===== src/rtl/coax_rx_if.sv =====
// Line and word-delivery signals of the coax receiver.
// The line side drives rx; the receiver returns the decoded word, its strobe,
// the frame-active flag and the error strobe.
interface coax_rx_if;
    logic       rx;
    logic       active;
    logic [9:0] data;
    logic       data_valid;
    logic       error;

    modport master (
        output rx,
        input  active,
        input  data,
        input  data_valid,
        input  error
    );

    modport slave (
        input  rx,
        output active,
        output data,
        output data_valid,
        output error
    );
endinterface


===== src/rtl/coax_rx.sv =====
// coax_rx: receive side of the coax link.
// Synchronises the raw line, measures edge spacing with a saturating timer,
// hunts for quiesce '1' bits followed by a long-low/long-high code violation,
// then decodes sync-bit-framed 10-bit words (MSB first) into a one-cycle strobe.
// Optional build macro COAX_RX_PARITY_EN adds an 11th even-parity bit per word.
module coax_rx #(
    parameter int CLOCKS_PER_BIT = 8,
    parameter int QUIESCE_MIN    = 4
) (
    input  logic     clk,
    input  logic     reset_n,
    coax_rx_if.slave bus
);
    localparam int C  = CLOCKS_PER_BIT;
    localparam int TW = $clog2(2 * C + 1);
    localparam int QW = $clog2(QUIESCE_MIN + 1);

    localparam logic [TW-1:0] T_Q1  = TW'(C / 4);
    localparam logic [TW-1:0] T_Q3  = TW'((3 * C) / 4);
    localparam logic [TW-1:0] T_Q5  = TW'((5 * C) / 4);
    localparam logic [TW-1:0] T_Q7  = TW'((7 * C) / 4);
    localparam logic [TW-1:0] T_SAT = TW'(2 * C);
    localparam logic [QW-1:0] Q_MIN = QW'(QUIESCE_MIN);

    typedef enum logic [2:0] {
        ST_HUNT    = 3'd0,
        ST_CV_LOW  = 3'd1,
        ST_CV_HIGH = 3'd2,
        ST_SYNC    = 3'd3,
        ST_DATA    = 3'd4
    } state_t;

    state_t          r_state;
    state_t          w_state_nxt;
    logic            r_sync1, r_sync2, r_sync3;
    logic [TW-1:0]   r_timer;
    logic [QW-1:0]   r_qcnt;
    logic [3:0]      r_bitcnt;
    logic [9:0]      r_shreg;
    logic            r_got_word;
    logic            r_active;
    logic [9:0]      r_data;
    logic            r_data_valid;
    logic            r_error;

    logic            w_rise, w_fall, w_edge;
    logic            w_tmid, w_thalf, w_tlong, w_tover5, w_tover7, w_sync_win;
    logic [9:0]      w_shift;
    logic            w_timer_clr;
    logic [QW-1:0]   w_qcnt_nxt;
    logic [3:0]      w_bitcnt_nxt;
    logic [9:0]      w_shreg_nxt;
    logic            w_got_word_nxt;
    logic            w_active_nxt;
    logic [9:0]      w_data_nxt;
    logic            w_dv_nxt;
    logic            w_err_nxt;

`ifdef COAX_RX_PARITY_EN
    // True when the ten data bits plus the parity bit hold an even count of ones.
    function automatic logic parity_ok(input logic [9:0] word, input logic pbit);
        return ~(^{word, pbit});
    endfunction
`endif

    assign w_rise     = r_sync2 & ~r_sync3;
    assign w_fall     = ~r_sync2 & r_sync3;
    assign w_edge     = w_rise | w_fall;
    assign w_tmid     = (r_timer >= T_Q3) && (r_timer <= T_Q5);
    assign w_thalf    = (r_timer >= T_Q1) && (r_timer <= T_Q3);
    assign w_tlong    = (r_timer >= T_Q5) && (r_timer <= T_Q7);
    assign w_tover5   = (r_timer > T_Q5);
    assign w_tover7   = (r_timer > T_Q7);
    // The first sync bit follows the code violation by half a cell; later ones a full cell.
    assign w_sync_win = r_got_word ? w_tmid : w_thalf;
    assign w_shift    = {r_shreg[8:0], w_rise};

    // Two-flop synchroniser for the asynchronous line plus a delayed copy for edge detection.
    always_ff @(posedge clk or negedge reset_n) begin
        if (!reset_n) begin
            r_sync1 <= 1'b0;
            r_sync2 <= 1'b0;
            r_sync3 <= 1'b0;
        end else begin
            r_sync1 <= bus.rx;
            r_sync2 <= r_sync1;
            r_sync3 <= r_sync2;
        end
    end

    // Receiver state register.
    always_ff @(posedge clk or negedge reset_n) begin
        if (!reset_n) begin
            r_state <= ST_HUNT;
        end else begin
            r_state <= w_state_nxt;
        end
    end

    // Next-state decode from the current state, edge type and timer windows.
    always_comb begin
        w_state_nxt = r_state;
        case (r_state)
            ST_HUNT: begin
                if (w_fall && (r_qcnt >= Q_MIN) && w_thalf) w_state_nxt = ST_CV_LOW;
                else                                        w_state_nxt = ST_HUNT;
            end
            ST_CV_LOW: begin
                if (w_rise && w_tlong)          w_state_nxt = ST_CV_HIGH;
                else if (w_edge || w_tover7)    w_state_nxt = ST_HUNT;
                else                            w_state_nxt = ST_CV_LOW;
            end
            ST_CV_HIGH: begin
                if (w_fall && w_tlong)          w_state_nxt = ST_SYNC;
                else if (w_edge || w_tover7)    w_state_nxt = ST_HUNT;
                else                            w_state_nxt = ST_CV_HIGH;
            end
            ST_SYNC: begin
                if (w_rise && w_sync_win)       w_state_nxt = ST_DATA;
                else if (w_fall && w_tmid)      w_state_nxt = ST_HUNT;
                else if (w_tover5)              w_state_nxt = ST_HUNT;
                else                            w_state_nxt = ST_SYNC;
            end
            ST_DATA: begin
                if (w_edge && w_tmid) begin
`ifdef COAX_RX_PARITY_EN
                    if (r_bitcnt == 4'd10)      w_state_nxt = ST_SYNC;
                    else                        w_state_nxt = ST_DATA;
`else
                    if (r_bitcnt == 4'd9)       w_state_nxt = ST_SYNC;
                    else                        w_state_nxt = ST_DATA;
`endif
                end else if (w_tover5) begin
                    w_state_nxt = ST_HUNT;
                end else begin
                    w_state_nxt = ST_DATA;
                end
            end
            default: w_state_nxt = ST_HUNT;
        endcase
    end

    // Datapath and output decode: timer clears, quiesce count, shifter and strobes.
    always_comb begin
        w_timer_clr    = 1'b0;
        w_qcnt_nxt     = r_qcnt;
        w_bitcnt_nxt   = r_bitcnt;
        w_shreg_nxt    = r_shreg;
        w_got_word_nxt = r_got_word;
        w_active_nxt   = r_active;
        w_data_nxt     = r_data;
        w_dv_nxt       = 1'b0;
        w_err_nxt      = 1'b0;
        case (r_state)
            ST_HUNT: begin
                w_active_nxt = 1'b0;
                if (w_rise) begin
                    // Quiesce '1' bits give rising edges one cell apart.
                    w_timer_clr = 1'b1;
                    if (w_tmid) w_qcnt_nxt = (r_qcnt >= Q_MIN) ? r_qcnt : r_qcnt + QW'(1);
                    else        w_qcnt_nxt = QW'(1);
                end else if (w_fall && (r_qcnt >= Q_MIN) && w_thalf) begin
                    w_timer_clr = 1'b1;
                end else begin
                    w_timer_clr = 1'b0;
                end
            end
            ST_CV_LOW: begin
                if (w_rise && w_tlong) begin
                    w_timer_clr = 1'b1;
                end else if (w_rise) begin
                    // A rise half a cell after the boundary is just another quiesce bit.
                    w_timer_clr = 1'b1;
                    w_qcnt_nxt  = w_thalf ? r_qcnt : QW'(1);
                end else if (w_fall || w_tover7) begin
                    w_qcnt_nxt = '0;
                end else begin
                    w_qcnt_nxt = r_qcnt;
                end
            end
            ST_CV_HIGH: begin
                if (w_fall && w_tlong) begin
                    w_timer_clr    = 1'b1;
                    w_active_nxt   = 1'b1;
                    w_got_word_nxt = 1'b0;
                end else if (w_rise) begin
                    w_timer_clr = 1'b1;
                    w_qcnt_nxt  = QW'(1);
                end else if (w_fall || w_tover7) begin
                    w_qcnt_nxt = '0;
                end else begin
                    w_qcnt_nxt = r_qcnt;
                end
            end
            ST_SYNC: begin
                if (w_rise && w_sync_win) begin
                    w_timer_clr  = 1'b1;
                    w_bitcnt_nxt = 4'd0;
                end else if (w_fall && w_tmid) begin
                    w_err_nxt    = 1'b1;
                    w_active_nxt = 1'b0;
                    w_qcnt_nxt   = '0;
                end else if (w_tover5) begin
                    // Silence after a word is a clean frame end; before any word it is an error.
                    w_err_nxt    = ~r_got_word;
                    w_active_nxt = 1'b0;
                    w_qcnt_nxt   = '0;
                end else begin
                    w_timer_clr = 1'b0;
                end
            end
            ST_DATA: begin
                if (w_edge && w_tmid) begin
                    w_timer_clr = 1'b1;
`ifdef COAX_RX_PARITY_EN
                    if (r_bitcnt == 4'd10) begin
                        w_got_word_nxt = 1'b1;
                        w_bitcnt_nxt   = 4'd0;
                        if (parity_ok(r_shreg, w_rise)) begin
                            w_data_nxt = r_shreg;
                            w_dv_nxt   = 1'b1;
                        end else begin
                            w_err_nxt  = 1'b1;
                        end
                    end else begin
                        w_shreg_nxt  = w_shift;
                        w_bitcnt_nxt = r_bitcnt + 4'd1;
                    end
`else
                    w_shreg_nxt  = w_shift;
                    w_bitcnt_nxt = r_bitcnt + 4'd1;
                    if (r_bitcnt == 4'd9) begin
                        w_data_nxt     = w_shift;
                        w_dv_nxt       = 1'b1;
                        w_got_word_nxt = 1'b1;
                    end else begin
                        w_dv_nxt = 1'b0;
                    end
`endif
                end else if (w_tover5) begin
                    w_err_nxt    = 1'b1;
                    w_active_nxt = 1'b0;
                    w_qcnt_nxt   = '0;
                end else begin
                    w_timer_clr = 1'b0;
                end
            end
            default: begin
                w_active_nxt = 1'b0;
                w_qcnt_nxt   = '0;
            end
        endcase
    end

    // Registered datapath, saturating edge timer and outputs.
    always_ff @(posedge clk or negedge reset_n) begin
        if (!reset_n) begin
            r_timer      <= '0;
            r_qcnt       <= '0;
            r_bitcnt     <= 4'd0;
            r_shreg      <= 10'd0;
            r_got_word   <= 1'b0;
            r_active     <= 1'b0;
            r_data       <= 10'd0;
            r_data_valid <= 1'b0;
            r_error      <= 1'b0;
        end else begin
            if (w_timer_clr)          r_timer <= TW'(1);
            else if (r_timer < T_SAT) r_timer <= r_timer + TW'(1);
            else                      r_timer <= r_timer;
            r_qcnt       <= w_qcnt_nxt;
            r_bitcnt     <= w_bitcnt_nxt;
            r_shreg      <= w_shreg_nxt;
            r_got_word   <= w_got_word_nxt;
            r_active     <= w_active_nxt;
            r_data       <= w_data_nxt;
            r_data_valid <= w_dv_nxt;
            r_error      <= w_err_nxt;
        end
    end

    assign bus.active     = r_active;
    assign bus.data       = r_data;
    assign bus.data_valid = r_data_valid;
    assign bus.error      = r_error;
endmodule


===== src/flat_wrapper.sv =====
// flat-port wrapper written by rule: the top's interface ports become plain ports
module coax_rx_flat 
#(
    parameter int CLOCKS_PER_BIT = 8,
    parameter int QUIESCE_MIN    = 4
)
  (clk, reset_n, bus_rx, bus_active, bus_data, bus_data_valid, bus_error);
  coax_rx_if bus_i ();
  input  logic clk;
  input  logic reset_n;
  input wire logic [$bits(bus_i.rx)-1:0] bus_rx;
  output wire logic [$bits(bus_i.active)-1:0] bus_active;
  output wire logic [$bits(bus_i.data)-1:0] bus_data;
  output wire logic [$bits(bus_i.data_valid)-1:0] bus_data_valid;
  output wire logic [$bits(bus_i.error)-1:0] bus_error;
  assign bus_i.rx = bus_rx;
  assign bus_active = bus_i.active;
  assign bus_data = bus_i.data;
  assign bus_data_valid = bus_i.data_valid;
  assign bus_error = bus_i.error;
  coax_rx #(.CLOCKS_PER_BIT(CLOCKS_PER_BIT), .QUIESCE_MIN(QUIESCE_MIN)) u_core (.clk(clk), .reset_n(reset_n), .bus(bus_i));
endmodule

===== config.mk =====
export PLATFORM = sky130hd
export DESIGN_NAME = coax_rx_flat
export DESIGN_NICKNAME = d
export VERILOG_FILES = /design/src/rtl/coax_rx_if.sv /design/src/rtl/coax_rx.sv /design/src/flat_wrapper.sv
export SDC_FILE = /design/constraint.sdc
export NUM_CORES = 1
export LEC_CHECK = 0
export BUFFER_PORTS_ARGS = -buffer_cell sky130_fd_sc_hd__clkbuf_2
export CAP_MARGIN = 20
export CORE_MARGIN = 3
export CORE_UTILIZATION = 30
export CTS_BUF_LIST = sky130_fd_sc_hd__clkbuf_2 sky130_fd_sc_hd__clkbuf_4 sky130_fd_sc_hd__clkbuf_8
export DETAILED_ROUTE_END_ITERATION = 10
export PLACE_DENSITY = 0.5
export SYNTH_ARGS = -nofsm -noshare
export SYNTH_HDL_FRONTEND = slang
export SYNTH_SLANG_ARGS = --single-unit

===== constraint.sdc =====
create_clock -name clk -period 2.15 [get_ports clk]
set_input_delay 0.1075 -clock clk [delete_from_list [all_inputs] [get_ports clk]]
set_output_delay 0.1075 -clock clk [all_outputs]
set_load 0.02 [all_outputs]

### Yosys cells after proc, flatten, opt, wreduce, memory -nomap -nowiden

Index checks and enable logic that the tools add are counted.

| storage, ports and cells | value |
|---|---|
| output and inout port bits | 13 |
| logic and storage cells | 130 |
| register bits | 41 |

| cells by class | value |
|---|---|
| reduce and logical (&&, ||, !) cells | 22 |
| $lt $le $gt $ge | 10 |
| muxes and demuxes | 59 |
| equal/unequal tests | 16 |
| add/subtract/negate cells | 3 |
| bitwise logic cells | 7 |

Operators by type and width:

| kind | count |
|---|---|
| two-way mux 3 bit | 20 |
| one-hot mux 3 bit (5 select lines) | 2 |
| two-way mux 1 bit | 26 |
| > comparator 5 x 4 -> 1 bit (second input constant) | 2 |
| <= comparator 5 x 4 -> 1 bit (second input constant) | 2 |
| logical AND 1 bit | 10 |
| two-way mux 5 bit | 2 |
| != test 2 x 1 -> 1 bit (second input constant) | 5 |
| two-way mux 4 bit | 2 |
| != test 2 bit (second input constant) | 4 |
| one-hot mux 4 bit (2 select lines) | 1 |
| AND reduction 4 bit | 2 |
| AND reduction 7 bit | 1 |
| == test 3 x 2 -> 1 bit (second input constant) | 2 |
| != test 3 bit (second input constant) | 2 |
| AND reduction 3 bit | 2 |
| nonzero test 2 bit | 3 |
| adder 5 x 1 -> 5 bit (second input constant) | 1 |
| greater-or-equal comparator 5 x 2 -> 1 bit (second input constant) | 1 |
| greater-or-equal comparator 5 x 3 -> 1 bit (second input constant) | 1 |
| greater-or-equal comparator 5 x 4 -> 1 bit (second input constant) | 1 |
| <= comparator 5 x 3 -> 1 bit (second input constant) | 1 |
| < comparator 5 bit (second input constant) | 1 |
| one-hot mux 1 bit (5 select lines) | 1 |
| other kinds (15) | 22 |

### Logic depth before layout (Yosys ltp)

| depth | value |
|---|---|
| depth after elaboration | 8 |
| mapped depth | 9 |

### Worst setup path before layout

No wires, ideal clock.

| timing | value |
|---|---|
| path kind | register to register |
| start | reg u_core.r_timer[0] |
| end | reg u_core.r_qcnt[1] |
| stages on the path, launching flop included | 10 |
| arrival time | 1.816 ns |
| setup time | 0.124 ns |
| data required time | 2.026 ns |
| slack | 0.210 ns |
| path through | dfrtp_1 clkbuf_2 inv_1 ha_1 and4b_1 a2111oi_0 o21ai_0 nor4b_4 and3_1 a211o_1 |

| between the ends | value |
|---|---|
| cells in the longest elaborated chain, start to end | 6 |

Ends and longest elaborated chain:

| item | RTL line | source |
|---|---|---|
| start: declaration | coax_rx.sv:36 | `logic [TW-1:0] r_timer;` |
| start signal: assignment | coax_rx.sv:269 | `else if (r_timer < T_SAT) r_timer <= r_timer + TW'(1);` |
| start signal: assignment | coax_rx.sv:270 | `else r_timer <= r_timer;` |
| > comparator 5 x 4 -> 1 bit, or another cell as far along | coax_rx.sv:73 | `assign w_tover7 = (r_timer > T_Q7);` |
| logical OR 1 bit, or another cell as far along | coax_rx.sv:175, coax_rx.sv:189 |  |
| two-way mux 3 bit, or another cell as far along (3 in series) | - |  |
| one-hot mux 3 bit (5 select lines) or AND reduction 7 bit (tied branches) | - |  |
| end signal: assignment | coax_rx.sv:271 | `r_qcnt <= w_qcnt_nxt;` |
| end: declaration | coax_rx.sv:37 | `logic [QW-1:0] r_qcnt;` |

Several ways; a longest one is shown, not always the timed one. The select of a mux whose other input is x is not followed.
A chain may end at the register's enable or synchronous reset.

### Worst setup path after layout

| timing | value |
|---|---|
| start | reg u_core.r_sync3 |
| end | reg u_core.r_qcnt[2] |

| between the ends | value |
|---|---|
| cells in the longest elaborated chain, start to end | 6 |

Ends and longest elaborated chain:

| item | RTL line | source |
|---|---|---|
| start: declaration | coax_rx.sv:35 | `logic r_sync1, r_sync2, r_sync3;` |
| start signal: assignment | coax_rx.sv:87 | `r_sync3 <= r_sync2;` |
| bitwise AND 1 bit or inverter 1 bit (tied branches) | coax_rx.sv:67, coax_rx.sv:66 |  |
| logical OR 1 bit or bitwise AND 1 bit (tied branches) | coax_rx.sv:175, coax_rx.sv:189, coax_rx.sv:66 |  |
| two-way mux 3 bit or bitwise OR 1 bit (tied branches) | - |  |
| two-way mux 3 bit, or another cell as far along | coax_rx.sv:186 | `end else if (w_rise) begin` |
| two-way mux 3 bit, or another cell as far along | coax_rx.sv:182 | `if (w_fall && w_tlong) begin` |
| one-hot mux 3 bit (5 select lines) or AND reduction 7 bit (tied branches) | - |  |

Several ways; a longest one is shown, not always the timed one. The select of a mux whose other input is x is not followed.

==> impl_results.rst <==
.. list-table::
   :header-rows: 1

   * - Metric
     - Value
   * - Share of the yosys chip area belonging to registers
     - 0.450
   * - Largest cells by area after synthesis
     - sky130_fd_sc_hd__dfrtp_1 (45%), sky130_fd_sc_hd__nand2_1 (6.1%), sky130_fd_sc_hd__ha_1 (4.4%)
   * - Tmin final
     - 2040 ps
   * - Xor/xnor share of the synthesized area
     - 0.0154
   * - Number of inserted filler cells in the final layout
     - 740
   * - Die Y-Extent
     - 93.2 um
   * - Kind of critical path
     - flop to flop
   * - Number of input and output port buffers inserted
     - 15
   * - Portion of synthesized cell area occupied by the leading cell type
     - 0.450
   * - Required time worst endpoint
     - 2380 ps
   * - Fraction of power consumed by the clock network
     - 0.362
   * - Simple logic cell fraction of the synthesized area
     - 0.238
   * - TritonCTS buffer count
     - 5
   * - Overall overflow remaining after global route
     - 0
   * - HPWL reported at the end of detailed placement
     - 3.58 mm
   * - Number of antenna violations at the first check in global routing
     - 0
   * - Fraction of layout cells with a size suffix above 1
     - 0.298
   * - Pre-antenna DRT Iters
     - 4
   * - Type of destination of the critical path
     - flop
   * - Count of endpoints failing setup in the final report
     - 0
   * - Total count of max-transition violations in the final report
     - 0
   * - Total Neg Setup Slack
     - 0 ps
   * - Critical Path AT
     - 2270 ps
   * - Initial core utilization
     - 0.311
   * - Clock latency at the later pin of the worst-skew pair
     - 300 ps
   * - Count of H-tree levels built during CTS
     - 2
   * - Outcome
     - completed
   * - Cell depth of the worst flop-to-flop path
     - 8
   * - Reg-to-Reg End
     - u_core.r_qcnt[2]$_DFFE_PN0P_
   * - Placement Rows
     - 31
   * - Worst supply voltage drop on vdd
     - 306 uV
   * - Achievable frequency
     - 490 MHz
   * - Final clock period utilization by the worst path
     - 0.949
   * - Worst reg2reg startpoint
     - u_core.r_sync3$_DFF_PN0_
   * - Final hold viol count
     - 0
   * - Switching part of the total
     - 0.279
   * - Cell Area, Placed
     - 0.00254 mm^2
   * - Largest driver fanout on the critical path
     - 4
   * - Number of unique standard cell types used by synthesis
     - 62
   * - Type of origin of the critical path
     - flop
   * - Global-route wire length before repair
     - 8.45 mm
   * - Pin count of the biggest net entering global routing
     - 42
   * - Largest family of logic cells by synthesized area
     - simple AND/OR/NAND/NOR gates
   * - DRC violation count after routing
     - 0
   * - Clock root cell
     - sky130_fd_sc_hd__clkbuf_8
   * - Area of all placed cells without fillers
     - 0.00273 mm^2
   * - Sequential cell fraction of total power
     - 0.463
   * - Leading cell types in the layout, fill and taps excluded
     - sky130_fd_sc_hd__dfrtp_1 (40), sky130_fd_sc_hd__nand2_1 (37), sky130_fd_sc_hd__buf_4 (23), sky130_fd_sc_hd__clkbuf_2 (15), sky130_fd_sc_hd__nor2_1 (10)
   * - Total core area
     - 0.00733 mm^2
   * - Post-synthesis compound-gate area fraction
     - 0.143
   * - Clock input transition at the sequential cells of the worst setup and hold paths
     - 90 ps
   * - Total wire length
     - 4.90 mm
   * - Leakage
     - 0.00128 uW
   * - Clock tree from TritonCTS
     - built
   * - Slew margin rel.
     - 0.662
   * - Count of inserted antenna diode cells
     - 0
   * - Syn-to-layout area delta
     - 19.7%
   * - Number of clock sinks
     - 41
   * - Via count of the first global-routing pass
     - 1738
   * - Largest buffer count on any clock path
     - 2
   * - Synth warnings
     - 0
   * - Wirelength per Cell
     - 13.7 um
   * - Worst slew pin tran
     - 507 ps
   * - Cell-internal power
     - 1300 uW
   * - Total of flip-flops plus latches after synthesis
     - 41
   * - Vias after detailed routing
     - 1702
   * - Most common cell after layout, fill and taps aside
     - sky130_fd_sc_hd__dfrtp_1
   * - Combinational fraction of design power
     - 0.175
   * - Overall die width
     - 93.2 um
   * - Gpl congestion
     - 0.857
   * - Final net count
     - 268
   * - Antenna-violating nets left
     - 0
   * - Clock Skew
     - 7.48 ps
   * - Power density relative to cell area
     - 661 mW/mm^2
   * - Post-Syn Nets
     - 233
   * - Number of primary I/O pins
     - 16
   * - Worst reg-to-reg setup slack
     - 110 ps
   * - Die area
     - 0.00869 mm^2
   * - Mean post-synth cell area
     - 10.3 um^2
   * - Largest area contributor in the synthesized netlist
     - sky130_fd_sc_hd__dfrtp_1
   * - Cells after synthesis
     - 222
   * - Arithmetic-cell share of the synthesized area counting full adders, half adders and majority gates
     - 0.0439
   * - All-layer global routing usage
     - 0.122
   * - Via count normalized by instance count
     - 4.77
   * - Hold Crit Class
     - input pin to asynchronous set/reset pin
   * - Fraction of synthesized area in multiplexers
     - 0.0554
   * - Iter 0 DRT Violations
     - 75
   * - Number of violations of the max-capacitance limit
     - 0
   * - Cell area after technology mapping
     - 0.00228 mm^2
   * - Unrepaired setup endpoints after global routing
     - no
   * - Reported net switching power
     - 504 uW
[per-layer routing]
metal / GRT usage / vias to the layer above / share of wire
met5: 0 / - / 0
met4: 0.0256 / 0 / 0.0069
met3: 0.0362 / 3 / 0.030
met2: 0.198 / 17 / 0.47
met1: 0.162 / 833 / 0.49
li1: - / 849 / -
[repair_timing]
item,4_1_cts,5_1_grt
resized for setup,0,8
endpoints found under the hold margin,42,0
hold buffers,2,0
buffers inserted,0,3
endpoints found under the setup margin,0,4
[power groups by stage]
stage | clock, uW | combinational (uW) | sequential [uW]
after floorplan | 0 | 240 | 832
after global placement | 0 | 309 | 851
after detailed placement | 0 | 306 | 852
after CTS | 677 | 310 | 836
after global routing | 696 | 352 | 844
final | 653 | 316 | 837
[worst max-delay path: stages (launching register included)]
cell	delay (ps)
sky130_fd_sc_hd__dfrtp_1	390
sky130_fd_sc_hd__inv_1	100
sky130_fd_sc_hd__ha_4	230
sky130_fd_sc_hd__nor4b_4	320
sky130_fd_sc_hd__a31oi_2	90
sky130_fd_sc_hd__o32ai_4	350
sky130_fd_sc_hd__or2_4	190
sky130_fd_sc_hd__and3b_1	170
sky130_fd_sc_hd__o21ai_1	120
[sequential cells by signal, summed over array words and instances, names as in the netlist, 3 cells and up]
register and cells:
u_core.r_timer 5, u_core.r_shreg 9, u_core.r_qcnt 3, u_core.r_state 3, u_core.bus.data 10, u_core.r_bitcnt 4
[how the worst max path moves through the flow]
stage                                              from                      endpoint  slack (ps)  cells after the start
final                          u_core.r_sync3$_DFF_PN0_  u_core.r_qcnt[2]$_DFFE_PN0P_         110                      8
after global routing      u_core.r_timer[0]$_DFFE_PN0P_  u_core.r_qcnt[1]$_DFFE_PN0P_          10                      8
after CTS                      u_core.r_sync3$_DFF_PN0_  u_core.r_qcnt[2]$_DFFE_PN0P_          20                      8
after detailed placement       u_core.r_sync3$_DFF_PN0_  u_core.r_qcnt[2]$_DFFE_PN0P_          50                      8
after global placement      u_core.r_state[1]$_DFF_PN0_  u_core.r_qcnt[1]$_DFFE_PN0P_          80                      6
after floorplan           u_core.r_timer[0]$_DFFE_PN0P_  u_core.r_qcnt[1]$_DFFE_PN0P_         210                      9
[cells by family after synthesis]
kind of cell / after synthesis
buf+inv: 22
fa+ha+maj: 8
flops: 41
xor+xnor: 4
compound gates: 44
mux: 10
simple gates: 93
[stage by stage]
stage | util | power, uW | hold slack, ps | std cells | setup slack, ps
after detailed placement | 0.347 | 1160 | 209 | 344 | 51.3
after CTS | 0.366 | 1820 | 409 | 354 | 21.7
final | 0.373 | 1810 | 402 | 357 | 111
after global placement | 0.347 | 1160 | 210 | 344 | 80.3
after global routing | 0.373 | 1890 | 411 | 357 | 11.4
after floorplan | - | 1070 | -188 | 222 | 210
[area by class of cell]
type,instances,area (um^2),share of cell area
repair buffers,40,268,0.0980
clock inverters,2,38.8,0.0142
well taps,99,124,0.0453
clock buffers,6,76.3,0.0279
inverters,10,37.5,0.0137
multi-input cells,159,1160,0.425
flip-flops and latches,41,1030,0.376
[synth_stat cells (all sizes together)]
library cell / count
o21a: 1
buf: 8
clkbuf: 4
ha: 8
o21ai: 10
inv: 10
a21oi: 8
o31ai: 2
nand3b: 3
a22oi: 2
xor2: 2
nand4b: 1
mux2: 9
o311ai: 1
o2111ai: 2
or2: 3
nor2: 10
o32ai: 2
a211o: 1
a211oi: 1
or2b: 1
a22o: 1
nand2b: 3
a31oi: 3
a2111oi: 1
nand2: 37
xnor2: 2
nor4bb: 1
o21bai: 1
and3b: 2
a21o: 2
nand3: 8
nor3: 7
nor4: 1
o211ai: 4
and4b: 1
mux2i: 1
nand4: 2
nor2b: 4
or3b: 1
nor4b: 2
and3: 4
or3: 2
o22ai: 2
dfrtp: 41
Power figures use the tool's default switching activity.
